**config.mk**
```make
export PLATFORM = sky130hd
export DESIGN_NAME = multi_dataflow_kernel_ctrl_fsm
export DESIGN_NICKNAME = d
export VERILOG_FILES = /design/src/rtl/multi_dataflow_kernel_ctrl_fsm_pkg.sv /design/src/rtl/multi_dataflow_ctrl_watchdog.sv /design/src/rtl/multi_dataflow_kernel_ctrl_fsm.sv
export SDC_FILE = /design/constraint.sdc
export NUM_CORES = 1
export LEC_CHECK = 0
export CAP_MARGIN = 40
export CORE_MARGIN = 2
export CORE_UTILIZATION = 54
export CTS_CLUSTER_SIZE = 28
export DETAILED_ROUTE_END_ITERATION = 8
export PLACE_DENSITY = 0.8
export SYNTH_ARGS = -nofsm -noshare
export SYNTH_HDL_FRONTEND = slang
export SYNTH_SLANG_ARGS = --single-unit
```
**constraint.sdc**
```tcl
create_clock -name clk_i -period 4.6 [get_ports clk_i]
set_clock_uncertainty 0.2 [all_clocks]
set_input_delay 0.46 -clock clk_i [delete_from_list [all_inputs] [get_ports clk_i]]
set_output_delay 0.46 -clock clk_i [all_outputs]
set_load 0.05 [all_outputs]
```
**src/rtl/multi_dataflow_kernel_ctrl_fsm_pkg.sv**
```systemverilog
// Shared types and defaults for the multi_dataflow kernel control FSM.
// Optional watchdog build switch: MULTI_DATAFLOW_CTRL_TIMEOUT_EN.
package multi_dataflow_kernel_ctrl_fsm_pkg;

   localparam int unsigned CTRL_CNT_W_DEF       = 32'd16;
   localparam int unsigned CTRL_TIMEOUT_CYC_DEF = 32'd1024;

   typedef enum logic [2:0] {
      FSM_IDLE       = 3'd0,
      FSM_START      = 3'd1,
      FSM_WAIT_READY = 3'd2,
      FSM_WAIT_DONE  = 3'd3,
      FSM_FINISH     = 3'd4,
      FSM_DONE       = 3'd5
   } ctrl_fsm_state_t;

   // Job request as issued by the HWPE controller.
   typedef struct packed {
      logic                      start;
      logic [CTRL_CNT_W_DEF-1:0] n_out;
   } ctrl_engine_job_t;

   // Engine -> kernel adapter control.
   typedef struct packed {
      logic start;
   } ctrl_kernel_adapter_t;

   // Kernel adapter -> engine flags.
   typedef struct packed {
      logic ready;
      logic done;
      logic idle;
   } flags_kernel_adapter_t;

   // States in which the engine waits on the adapter (watchdog-supervised).
   function automatic logic is_wait_state(input ctrl_fsm_state_t st);
      logic res;
      case (st)
         FSM_WAIT_READY: res = 1'b1;
         FSM_WAIT_DONE:  res = 1'b1;
         FSM_FINISH:     res = 1'b1;
         default:        res = 1'b0;
      endcase
      return res;
   endfunction

endpackage

```
**src/rtl/multi_dataflow_ctrl_watchdog.sv**
```systemverilog
// Cycle watchdog for the kernel control FSM wait states.
// Only instantiated when MULTI_DATAFLOW_CTRL_TIMEOUT_EN is defined.
module multi_dataflow_ctrl_watchdog #(
   parameter int unsigned CNT_W       = 32'd16,
   parameter int unsigned TIMEOUT_CYC = 32'd1024
) (
   input  logic clk_i,
   input  logic rst_ni,
   input  logic clear_i,
   input  logic active_i,
   input  logic restart_i,
   output logic expired_o
);

   // Expiry is flagged during the TIMEOUT_CYC-th cycle spent in one state.
   localparam logic [CNT_W-1:0] LIMIT_M1 = CNT_W'(TIMEOUT_CYC - 32'd1);
   localparam logic [CNT_W-1:0] ONE      = {{(CNT_W-1){1'b0}}, 1'b1};

   logic [CNT_W-1:0] cnt_r;
   logic [CNT_W-1:0] cnt_nxt_s;

   // Next count: restart on any state change, saturate at the limit.
   always_comb begin
      cnt_nxt_s = cnt_r;
      if (clear_i || restart_i || !active_i) begin
         cnt_nxt_s = {CNT_W{1'b0}};
      end else if (cnt_r != LIMIT_M1) begin
         cnt_nxt_s = cnt_r + ONE;
      end else begin
         cnt_nxt_s = cnt_r;
      end
   end

   // Count register.
   always_ff @(posedge clk_i or negedge rst_ni) begin
      if (!rst_ni) begin
         cnt_r <= {CNT_W{1'b0}};
      end else begin
         cnt_r <= cnt_nxt_s;
      end
   end

   assign expired_o = active_i && (cnt_r == LIMIT_M1);

endmodule

```
**src/rtl/multi_dataflow_kernel_ctrl_fsm.sv**
```systemverilog
// Engine-side start/flag controller for the multi_dataflow kernel adapter.
// Issues one start per output element, counts done handshakes against the
// programmed job length and pulses job_done_o at job end.
// Optional watchdog: define MULTI_DATAFLOW_CTRL_TIMEOUT_EN.
module multi_dataflow_kernel_ctrl_fsm
   import multi_dataflow_kernel_ctrl_fsm_pkg::*;
#(
   parameter int unsigned CNT_W       = CTRL_CNT_W_DEF,
   parameter int unsigned TIMEOUT_CYC = CTRL_TIMEOUT_CYC_DEF
) (
   input  logic             clk_i,
   input  logic             rst_ni,
   input  logic             clear_i,
   input  logic             job_start_i,
   input  logic [CNT_W-1:0] n_out_i,
   output logic             kernel_start_o,
   input  logic             kernel_ready_i,
   input  logic             kernel_done_i,
   input  logic             kernel_idle_i,
   output logic             busy_o,
   output logic             job_done_o,
   output logic [CNT_W-1:0] out_cnt_o,
   output logic             err_o
);

   localparam logic [CNT_W-1:0] ZERO = {CNT_W{1'b0}};
   localparam logic [CNT_W-1:0] ONE  = {{(CNT_W-1){1'b0}}, 1'b1};

   ctrl_fsm_state_t       state_r, state_nxt_s;
   logic [CNT_W-1:0]      out_cnt_r, out_cnt_nxt_s;
   logic [CNT_W-1:0]      n_out_r, n_out_nxt_s;
   logic [CNT_W-1:0]      cnt_inc_s;
   logic                  err_r, err_nxt_s;
   logic                  wd_expired_s;
   flags_kernel_adapter_t flags_s;
   ctrl_kernel_adapter_t  ctrl_s;

   assign flags_s   = {kernel_ready_i, kernel_done_i, kernel_idle_i};
   assign cnt_inc_s = out_cnt_r + ONE;

`ifdef MULTI_DATAFLOW_CTRL_TIMEOUT_EN
   logic wd_active_s;
   logic wd_restart_s;

   assign wd_active_s  = is_wait_state(state_r);
   assign wd_restart_s = (state_nxt_s != state_r);

   multi_dataflow_ctrl_watchdog #(
      .CNT_W       (CNT_W),
      .TIMEOUT_CYC (TIMEOUT_CYC)
   ) u_watchdog (
      .clk_i     (clk_i),
      .rst_ni    (rst_ni),
      .clear_i   (clear_i),
      .active_i  (wd_active_s),
      .restart_i (wd_restart_s),
      .expired_o (wd_expired_s)
   );
`else
   assign wd_expired_s = 1'b0;
`endif

   // Next-state, counter, job-length latch and sticky error.
   always_comb begin
      state_nxt_s   = state_r;
      out_cnt_nxt_s = out_cnt_r;
      n_out_nxt_s   = n_out_r;
      err_nxt_s     = err_r;
      if (clear_i) begin
         state_nxt_s   = FSM_IDLE;
         out_cnt_nxt_s = ZERO;
         n_out_nxt_s   = ZERO;
         err_nxt_s     = 1'b0;
      end else if (wd_expired_s) begin
         state_nxt_s = FSM_DONE;
         err_nxt_s   = 1'b1;
      end else begin
         case (state_r)
            FSM_IDLE: begin
               if (job_start_i) begin
                  n_out_nxt_s   = n_out_i;
                  out_cnt_nxt_s = ZERO;
                  err_nxt_s     = flags_s.done;
                  state_nxt_s   = (n_out_i == ZERO) ? FSM_DONE : FSM_START;
               end else begin
                  err_nxt_s = err_r | flags_s.done;
               end
            end
            FSM_START: begin
               err_nxt_s   = err_r | flags_s.done;
               state_nxt_s = FSM_WAIT_READY;
            end
            FSM_WAIT_READY: begin
               if (flags_s.ready && flags_s.done) begin
                  out_cnt_nxt_s = cnt_inc_s;
                  state_nxt_s   = (cnt_inc_s == n_out_r) ? FSM_FINISH : FSM_START;
               end else if (flags_s.ready) begin
                  state_nxt_s = FSM_WAIT_DONE;
               end else begin
                  state_nxt_s = FSM_WAIT_READY;
               end
            end
            FSM_WAIT_DONE: begin
               if (flags_s.done) begin
                  out_cnt_nxt_s = cnt_inc_s;
                  state_nxt_s   = (cnt_inc_s == n_out_r) ? FSM_FINISH : FSM_START;
               end else begin
                  state_nxt_s = FSM_WAIT_DONE;
               end
            end
            FSM_FINISH: begin
               err_nxt_s   = err_r | flags_s.done;
               state_nxt_s = flags_s.idle ? FSM_DONE : FSM_FINISH;
            end
            FSM_DONE: begin
               err_nxt_s   = err_r | flags_s.done;
               state_nxt_s = FSM_IDLE;
            end
            default: begin
               state_nxt_s = FSM_IDLE;
            end
         endcase
      end
   end

   // State and datapath registers.
   always_ff @(posedge clk_i or negedge rst_ni) begin
      if (!rst_ni) begin
         state_r   <= FSM_IDLE;
         out_cnt_r <= ZERO;
         n_out_r   <= ZERO;
         err_r     <= 1'b0;
      end else begin
         state_r   <= state_nxt_s;
         out_cnt_r <= out_cnt_nxt_s;
         n_out_r   <= n_out_nxt_s;
         err_r     <= err_nxt_s;
      end
   end

   // Moore outputs decoded from the state register only.
   assign ctrl_s.start   = (state_r == FSM_START);
   assign kernel_start_o = ctrl_s.start;
   assign busy_o         = (state_r != FSM_IDLE);
   assign job_done_o     = (state_r == FSM_DONE);
   assign out_cnt_o      = out_cnt_r;
   assign err_o          = err_r;

endmodule

```
Word-level counts from Yosys, hierarchy flattened
Cells that the tools add are included.
Widths: inputs -> output; s select.
{"block": "totals", "regBits": 36, "output_inout_bits": 20}
{"block": "classes", "n_addsub": 1, "n_eq_ne": 9, "muxes": 20, "n_bitwise": 1, "reduce_logical": 11}
{"cell": "$mux 16", "count": 7}
{"cell": "$pmux 16 s3", "count": 1}
{"cell": "$mux 3", "count": 6}
{"cell": "$add 16x1->16 const B", "count": 1}
{"cell": "$eq 16x16->1", "count": 1}
{"cell": "$logic_not 16->1", "count": 1}
{"cell": "$pmux 3 s5", "count": 1}
{"cell": "$ne 3x3->1 const B", "count": 3}
{"cell": "$eq 3x2->1 const B", "count": 2}
{"cell": "$eq 3x3->1 const B", "count": 2}
{"cell": "$reduce_bool 3->1", "count": 2}
{"cell": "$mux 1", "count": 4}
{"cell": "$reduce_and 4->1", "count": 1}
{"cell": "$reduce_bool 2->1", "count": 2}
{"cell": "$reduce_bool 4->1", "count": 1}
{"cell": "$eq 3x1->1 const B", "count": 1}
{"cell": "$logic_not 3->1", "count": 1}
{"cell": "$reduce_or 3->1", "count": 1}
{"cell": "$pmux 1 s2", "count": 1}
{"cell": "$reduce_and 2->1", "count": 1}
{"cell": "$logic_and 1x1->1", "count": 1}
{"cell": "$or 1x1->1", "count": 1}

Depth between registers and ports, before layout
Gate-level depths: netlist of run 1.
{"block": "logic_depth", "depth_word": 6, "ltp_mapped": 8, "ltp_nobuf": 7}

Worst setup path after synthesis of run 1
OpenSTA, ideal clock, no wires.
{"block": "synth_timing", "path_kind": "register to register", "start": "register out_cnt_r[1], in the netlist out_cnt_o[1]", "end": "register state_r[0]", "setup_ns": 0.135, "arrival_time_ns": 2.159, "required_time_ns": 4.265, "slack_ns": 2.106, "path_stages_with_launch": 8, "path_buffers": 1, "synth_period_minus_slack_ns": 2.494, "cell_sequence": "dfrtp_1 ha_1 buf_2 or4_1 a21oi_1 nor3_1 nor4_2 a31oi_1"}
{"block": "synth_via", "elab_chain_len": 6}
{"element": "start: declaration", "line": "multi_dataflow_kernel_ctrl_fsm.sv:30", "rtl": "logic [CNT_W-1:0] out_cnt_r, out_cnt_nxt_s;"}
{"element": "start signal: assignment", "line": "multi_dataflow_kernel_ctrl_fsm.sv:135", "rtl": "out_cnt_r <= out_cnt_nxt_s;"}
{"element": "$add 16x1->16 *", "line": "multi_dataflow_kernel_ctrl_fsm.sv:39", "rtl": "assign cnt_inc_s = out_cnt_r + ONE;"}
{"element": "$eq 16x16->1 *", "line": "multi_dataflow_kernel_ctrl_fsm.sv:96, multi_dataflow_kernel_ctrl_fsm.sv:106"}
{"element": "$mux 3 *", "line": "multi_dataflow_kernel_ctrl_fsm.sv:96, multi_dataflow_kernel_ctrl_fsm.sv:106"}
{"element": "$mux 3 (on tied branches)", "line": "multi_dataflow_kernel_ctrl_fsm.sv:104, multi_dataflow_kernel_ctrl_fsm.sv:94"}
{"element": "$pmux 3 s5 *", "line": "multi_dataflow_kernel_ctrl_fsm.sv:78", "rtl": "case (state_r)"}
{"element": "$mux 3 *", "line": "multi_dataflow_kernel_ctrl_fsm.sv:69", "rtl": "if (clear_i) begin"}
{"element": "end signal: assignment", "line": "multi_dataflow_kernel_ctrl_fsm.sv:134", "rtl": "state_r <= state_nxt_s;"}
{"element": "end: declaration", "line": "multi_dataflow_kernel_ctrl_fsm.sv:29", "rtl": "ctrl_fsm_state_t state_r, state_nxt_s;"}
Every way passes the cells marked *; elsewhere a longest branch is shown, timed or not.
A chain may end at the register's enable or synchronous reset.

Final worst setup path of run 1
{"block": "layout_timing", "start": "register out_cnt_r[0], in the netlist out_cnt_o[0]", "end": "register state_r[0]"}
Same word-level chain as after synthesis.

==> flow_summary_export.csv, run 1 <==
group,metric,value,unit
timing,relSlewSlack,48.6,%
grt,grt_pass1_vias,2049,
grt,grt_max_degree,37,
floorplan,num_rows,24,
clocking,h-tree-depth,2,
grt,grt_pass1_wl,9.49,mm
synthesis,synth_area_leader_cell,"dfrtp_1",
critical_path,cp_slowest_stage_delay,0.58,ns
timing,rsz0062_at_grt,"no",
clocking,cts_tree,"built",
timing,setup_tns,0,ns
power_and_ir_drop,p_leak,1.18,nW
clocking,clock_path_buffers,2,
synthesis,yosys_warnings,0,
clocking,insertion_delay,0.29,ns
critical_path,arrival,2.57,ns
routing,drtPass1Iterations,4,
layout,fill_cells,391,
routing,drt_wl_total,5.57,mm
timing,fmax,384,MHz
floorplan,die_height,70.1,um
floorplan,fp.dieW,70.1,um
floorplan,pin_count,43,
synthesis,synth_cell_types,53,
floorplan,start_util,55.3,%
placement,port_buffers,42,
power_and_ir_drop,ir_worst_vdd,0.000188,V
critical_path,end_kind,"register",
synthesis,yosys_most_used_dff,"dfrtp_1",
layout,antennaDiodeCount,0,
synthesis,avgSynthCellArea,8.51,um^2
layout,final_area,2880,um^2
layout,area_delta_synth_final,22.3,%
critical_path,cp_cell_sequence,"ha_1, nand3_2, nor2_2, a31o_1, nand4_2, nor4_2, a31oi_1",
synthesis,syn-num-nets,301,
synthesis,synth_seq_cells,36,
synthesis,synthCells,277,
grt,antenna_found_initial,0,
placement,place_hpwl,3.99,mm
placement,gp_congestion,0.806,
routing,num_vias,2183,
timing,fin_crit_sh,56.6,%
clocking,cts_hold_buf,0,
synthesis,ys_seq_area_share,38.2,%
synthesis,synth_common_cells,"nand2_1 (48), dfrtp_1 (36), o21ai_0 (24)",
synthesis,yosysMostFrequentCell,"nand2_1",
routing,drt_iter0_markers,166,
layout,seq_area,901,um^2
synthesis,synth_top_area_share,38.2,%
routing,post-route-drc-count,0,
synthesis,synth.top_cells.by_area,"dfrtp_1 (38%), nand2_1 (7.6%), o21ai_0 (5.1%), a21oi_1 (4.5%), xnor2_1 (4.1%)",
power_and_ir_drop,p_int,0.547,mW
floorplan,dieArea,4910,um^2
grt,grtUsageTotal,24.0,%
power_and_ir_drop,power_frac_seq,45.4,%
clocking,cts_setup_buffers,0,
grt,grt_overflow,0,
clocking,cts-buffers-inserted,5,
power_and_ir_drop,power_frac_clock,37.2,%
power_and_ir_drop,combPwrFrac,17.4,%
layout,fin_util,67.5,%
timing,finalHoldViolations,0,
critical_path,path_class,"reg -> reg",
power_and_ir_drop,powerDensity,264,nW/um^2
critical_path,cp_num_buf_inv,0,
critical_path,start_kind,"register",
timing,worstMarginPinSlew,0.769,ns
routing,wl_per_cell,15.3,um
timing,slew_viol_final,0,
clocking,clkTransAtPathRegs,0.08,ns
outcome,outcome,"finished clean",
floorplan,core,4260,um^2
synthesis,async_reset_ff_share,100,%
critical_path,cp_top_family,"simple AND/OR/NAND/NOR gates",
routing,viasPerCell,5.98,
synthesis,synth_edf_count,0,
layout,drive_gt1_share,9.27,%
layout,nNetsFinal,336,
critical_path,cp_slowest_cell,"dfrtp_1",
power_and_ir_drop,p_total,0.759,mW
clocking,cts.sinks,36,
flow_run,timing.max_cap.violations,0,
power_and_ir_drop,switchingPower,0.212,mW
placement,placed_area,2770,um^2
critical_path,path_max_fanout,11,
synthesis,syn_area,2360,um^2
clocking,root_buffer,"clkbuf_8",
hold_path,hp-class,"reg -> reg",
clocking,ctsResizeCount,0,
power_and_ir_drop,swShare,28.0,%
timing,finalSetupViolCount,0,
layout,multi_input_area,1350,um^2
routing,final_antenna_net_count,0,
timing,period_minus_slack,2.60,ns
critical_path,required,4.56,ns
[registers in the layout, indices dropped and copies added, names as in the netlist]
name / cells
err_o: 1
n_out_r: 16
state_r: 3
out_cnt_o: 16
[metal layers]
layer | share of wire, % | track usage [%]
met4 | 1.3 | 7.69
met5 | 0 | 0
met2 | 46 | 38.6
met3 | 5.2 | 3.17
met1 | 47 | 33.8
[final cells by class]
type                    count  share of cell area, %
clock buffers               5                   2.39
repair buffers             44                   15.1
flip-flops and latches     36                   31.3
inverters                   4                  0.521
clock inverters             3                   1.48
well taps                  52                   2.26
multi-input cells         221                   47.0
[cells by family after synthesis]
group                      count (synthesis)  share of synthesized area (%)
and+or+nand+nor                          128                           30.3
AOI/OAI and AO/OA                         73                           19.2
xor gates and xnor gates                  17                           6.32
muxes                                      2                           1.06
buffers and inverters                     20                           4.35
adders and majority gates                  1                          0.531
DFF                                       36                           38.2
[cell usage in the layout (no fill, tap or decap), types with 5 or more instances in the layout]
master and count:
nand2_1 48, o31ai_1 6, clkdlybuf4s50_1 42, o21ai_0 24, nor4_1 6, a21oi_1 21
nor2_1 23, clkbuf_8 5, nor3_1 7, xor2_1 6, xnor2_1 11, nand3_1 7
dfrtp_1 36
[worst paths after layout]
kind,startpoint,end,slack (ns),cells after the start
max,out_cnt_o[0]$_DFFE_PN0P_,state_r[0]$_DFFE_PN0N_,2.00,7
min,err_o$_DFFE_PN0P_,err_o$_DFFE_PN0P_,0.33,2
max reg2reg,out_cnt_o[0]$_DFFE_PN0P_,state_r[0]$_DFFE_PN0N_,2.00,7
min reg2reg,err_o$_DFFE_PN0P_,err_o$_DFFE_PN0P_,0.33,2
max in group asynchronous,rst_ni,out_cnt_o[8]$_DFFE_PN0P_,3.49,2
min in group asynchronous,rst_ni,n_out_r[3]$_DFFE_PN0P_,0.38,2
[stage by stage]
| step | cells | hold slack [ns] | worst slack [ns] |
|---|---|---|---|
| final | 365 | 0.331 | 2.00 |
| after global routing | 365 | 0.370 | 1.83 |
| after CTS | 365 | 0.332 | 2.00 |
| after detailed placement | 357 | 0.313 | 1.84 |
| after global placement | 356 | 0.308 | 1.80 |
| after floorplan | 277 | -0.0356 | 2.11 |
[worst reg2reg max path: stages, from the launching register on]
cell and delay, ns:
dfrtp_1 0.58, ha_1 0.41, nand3_2 0.20, nor2_2 0.30, a31o_1 0.21, nand4_2 0.11
nor4_2 0.34, a31oi_1 0.12
[power groups by stage]
stage | Combinational (mW) | Clock (mW) | Sequential, mW
after floorplan | 0.0820 | 0 | 0.349
after global placement | 0.129 | 0 | 0.350
after detailed placement | 0.132 | 0 | 0.351
after CTS | 0.133 | 0.286 | 0.345
after global routing | 0.145 | 0.299 | 0.347
final | 0.132 | 0.282 | 0.345
Note: power is estimated with default switching activity, not from simulation.
==> run 2, diff against run 1 <==
--- a/config.mk
+++ b/config.mk
@@ -7,10 +7,10 @@
 export LEC_CHECK = 0
 export CAP_MARGIN = 40
 export CORE_MARGIN = 2
-export CORE_UTILIZATION = 54
+export CORE_UTILIZATION = 53
 export CTS_CLUSTER_SIZE = 28
 export DETAILED_ROUTE_END_ITERATION = 8
-export PLACE_DENSITY = 0.8
+export PLACE_DENSITY = 0.79
 export SYNTH_ARGS = -nofsm -noshare
 export SYNTH_HDL_FRONTEND = slang
 export SYNTH_SLANG_ARGS = --single-unit
==> constraint.sdc (replaced) <==
create_clock -name clk_i -period 2.72 [get_ports clk_i]
set_clock_uncertainty 0.2 [all_clocks]
set_input_delay 0.272 -clock clk_i [delete_from_list [all_inputs] [get_ports clk_i]]
set_output_delay 0.272 -clock clk_i [all_outputs]
set_load 0.05 [all_outputs]
==> run 2 against run 1 <==
Net effect:
- combinational power grew 72%
- via count grew 2.1%
- first-iteration DRC count grew 44%
- core utilization shrank 0.24 points
- largest cell class unchanged
- highest routed layer unchanged
==> flow_summary_export.csv, run 2 (synthesized netlist as in run 1, its figures left out) <==
group,metric,value,unit
power_and_ir_drop,combPwrFrac,17.6,%
floorplan,start_util,54.5,%
layout,fin_cells,369,
timing,finalSetupViolCount,0,
layout,area_delta_synth_final,23.5,%
layout,layout_common_cells,"nand2_1 (48), clkdlybuf4s50_1 (42), dfrtp_1 (36)",
layout,final_common_cell,"nand2_1",
outcome,outcome,"finished clean",
grt,grt_overflow,0,
routing,num_vias,2229,
routing,final_antenna_net_count,0,
placement,gp_congestion,0.926,
timing,rsz0062_at_grt,"no",
critical_path,path_max_fanout,9,
critical_path,required,2.69,ns
layout,fin_util,67.3,%
layout,nNetsFinal,340,
timing,worstMarginPinSlew,0.572,ns
timing,period_minus_slack,2.41,ns
layout,multi_input_area,1350,um^2
floorplan,dieArea,4990,um^2
grt,grtUsageTotal,24.7,%
routing,wl_per_cell,15.4,um
timing,setup_tns,0,ns
timing,fin_crit_sh,88.5,%
grt,grt_pass1_wl,9.87,mm
flow_run,timing.max_cap.violations,0,
critical_path,end_kind,"register",
clocking,cts_hold_buf,0,
power_and_ir_drop,power_frac_seq,45.2,%
timing,finalHoldViolations,0,
layout,seq_area,901,um^2
clocking,cts.sinks,36,
placement,place_hpwl,4.05,mm
hold_path,hp-class,"in -> async",
layout,fill_cells,355,
layout,final_area,2910,um^2
floorplan,die_height,70.7,um
timing,fin_ws,0.314,ns
routing,drt_iter0_markers,239,
power_and_ir_drop,p_leak,1.20,nW
timing,slew_viol_final,0,
power_and_ir_drop,switchingPower,0.363,mW
grt,antenna_found_initial,0,
floorplan,num_rows,24,
critical_path,start_kind,"register",
floorplan,core,4320,um^2
critical_path,path_class,"reg -> reg",
timing,relSlewSlack,61.8,%
power_and_ir_drop,powerDensity,443,nW/um^2
power_and_ir_drop,p_int,0.927,mW
routing,drtPass1Iterations,4,
placement,dp_cells,361,
power_and_ir_drop,swShare,28.2,%
floorplan,pin_count,43,
clocking,cts-buffers-inserted,5,
clocking,ctsResizeCount,0,
timing,worst_hold_slack,0.184,ns
floorplan,fp.dieW,70.7,um
grt,grt_max_degree,37,
clocking,cts_setup_buffers,0,
timing,fmax,416,MHz
layout,antennaDiodeCount,0,
power_and_ir_drop,p_total,1.29,mW
placement,place_ws,0.355,ns
routing,post-route-drc-count,0,
clocking,root_buffer,"clkbuf_8",
critical_path,arrival,2.37,ns
power_and_ir_drop,power_frac_clock,37.2,%
routing,viasPerCell,6.04,
clocking,insertion_delay,0.30,ns
placement,placed_area,2800,um^2
layout,drive_gt1_share,10.4,%
clocking,clock_path_buffers,2,
clocking,clkTransAtPathRegs,0.08,ns
clocking,h-tree-depth,2,
clocking,cts_tree,"built",
grt,grt_pass1_vias,2114,
placement,port_buffers,42,
power_and_ir_drop,ir_worst_vdd,0.000314,V
routing,drt_wl_total,5.70,mm
## run 2: cell types whose count changed in the layout (fill, tap and decap cells not counted)
cell and delta:
buf_4 +4
## run 2: critical path, cell delays in order, from the launching register on
cell and delay (ns):
dfrtp_1 0.48, ha_1 0.33, or4_1 0.55, a21oi_1 0.16, nor3_1 0.08, nor4_2 0.35
a31oi_1 0.12
## run 2: area by class of cell
class	instances	share of cell area [%]
inverters	4	0.516
repair buffers	48	16.0
clock inverters	3	1.46
multi-input cells	221	46.5
flip-flops and latches	36	31.0
well taps	52	2.24
clock buffers	5	2.36
## run 2: worst paths after layout
path / startpoint / end / slack, ns / depth (start not counted)
worst min register to register: err_o$_DFFE_PN0P_ / err_o$_DFFE_PN0P_ / 0.33 / 2
worst max register to register: out_cnt_o[1]$_DFFE_PN0P_ / state_r[0]$_DFFE_PN0N_ / 0.31 / 6
worst min-delay path: rst_ni / out_cnt_o[4]$_DFFE_PN0P_ / 0.18 / 2
max in group asynchronous: rst_ni / out_cnt_o[9]$_DFFE_PN0P_ / 1.81 / 2
worst max-delay path: out_cnt_o[1]$_DFFE_PN0P_ / state_r[0]$_DFFE_PN0N_ / 0.31 / 6
min in group clk_i: err_o$_DFFE_PN0P_ / err_o$_DFFE_PN0P_ / 0.33 / 2
## run 2: routing by layer
metal / wire length, um / GRT usage [%] / vias up
li1: - / - / 1070
met1: 2620 / 33.7 / 1066
met2: 2650 / 39.5 / 85
met3: 346 / 4.56 / 8
met4: 80 / 9.01 / 0
met5: 0 / 0 / -
## run 2: power groups by stage
stage | clock network [mW] | logic, mW | registers, mW
3_5_place_dp | 0 | 0.226 | 0.593
5_1_grt | 0.508 | 0.251 | 0.587
2_1_floorplan | 0 | 0.139 | 0.589
3_3_place_gp | 0 | 0.224 | 0.592
6_report | 0.480 | 0.227 | 0.583
4_1_cts | 0.487 | 0.228 | 0.582
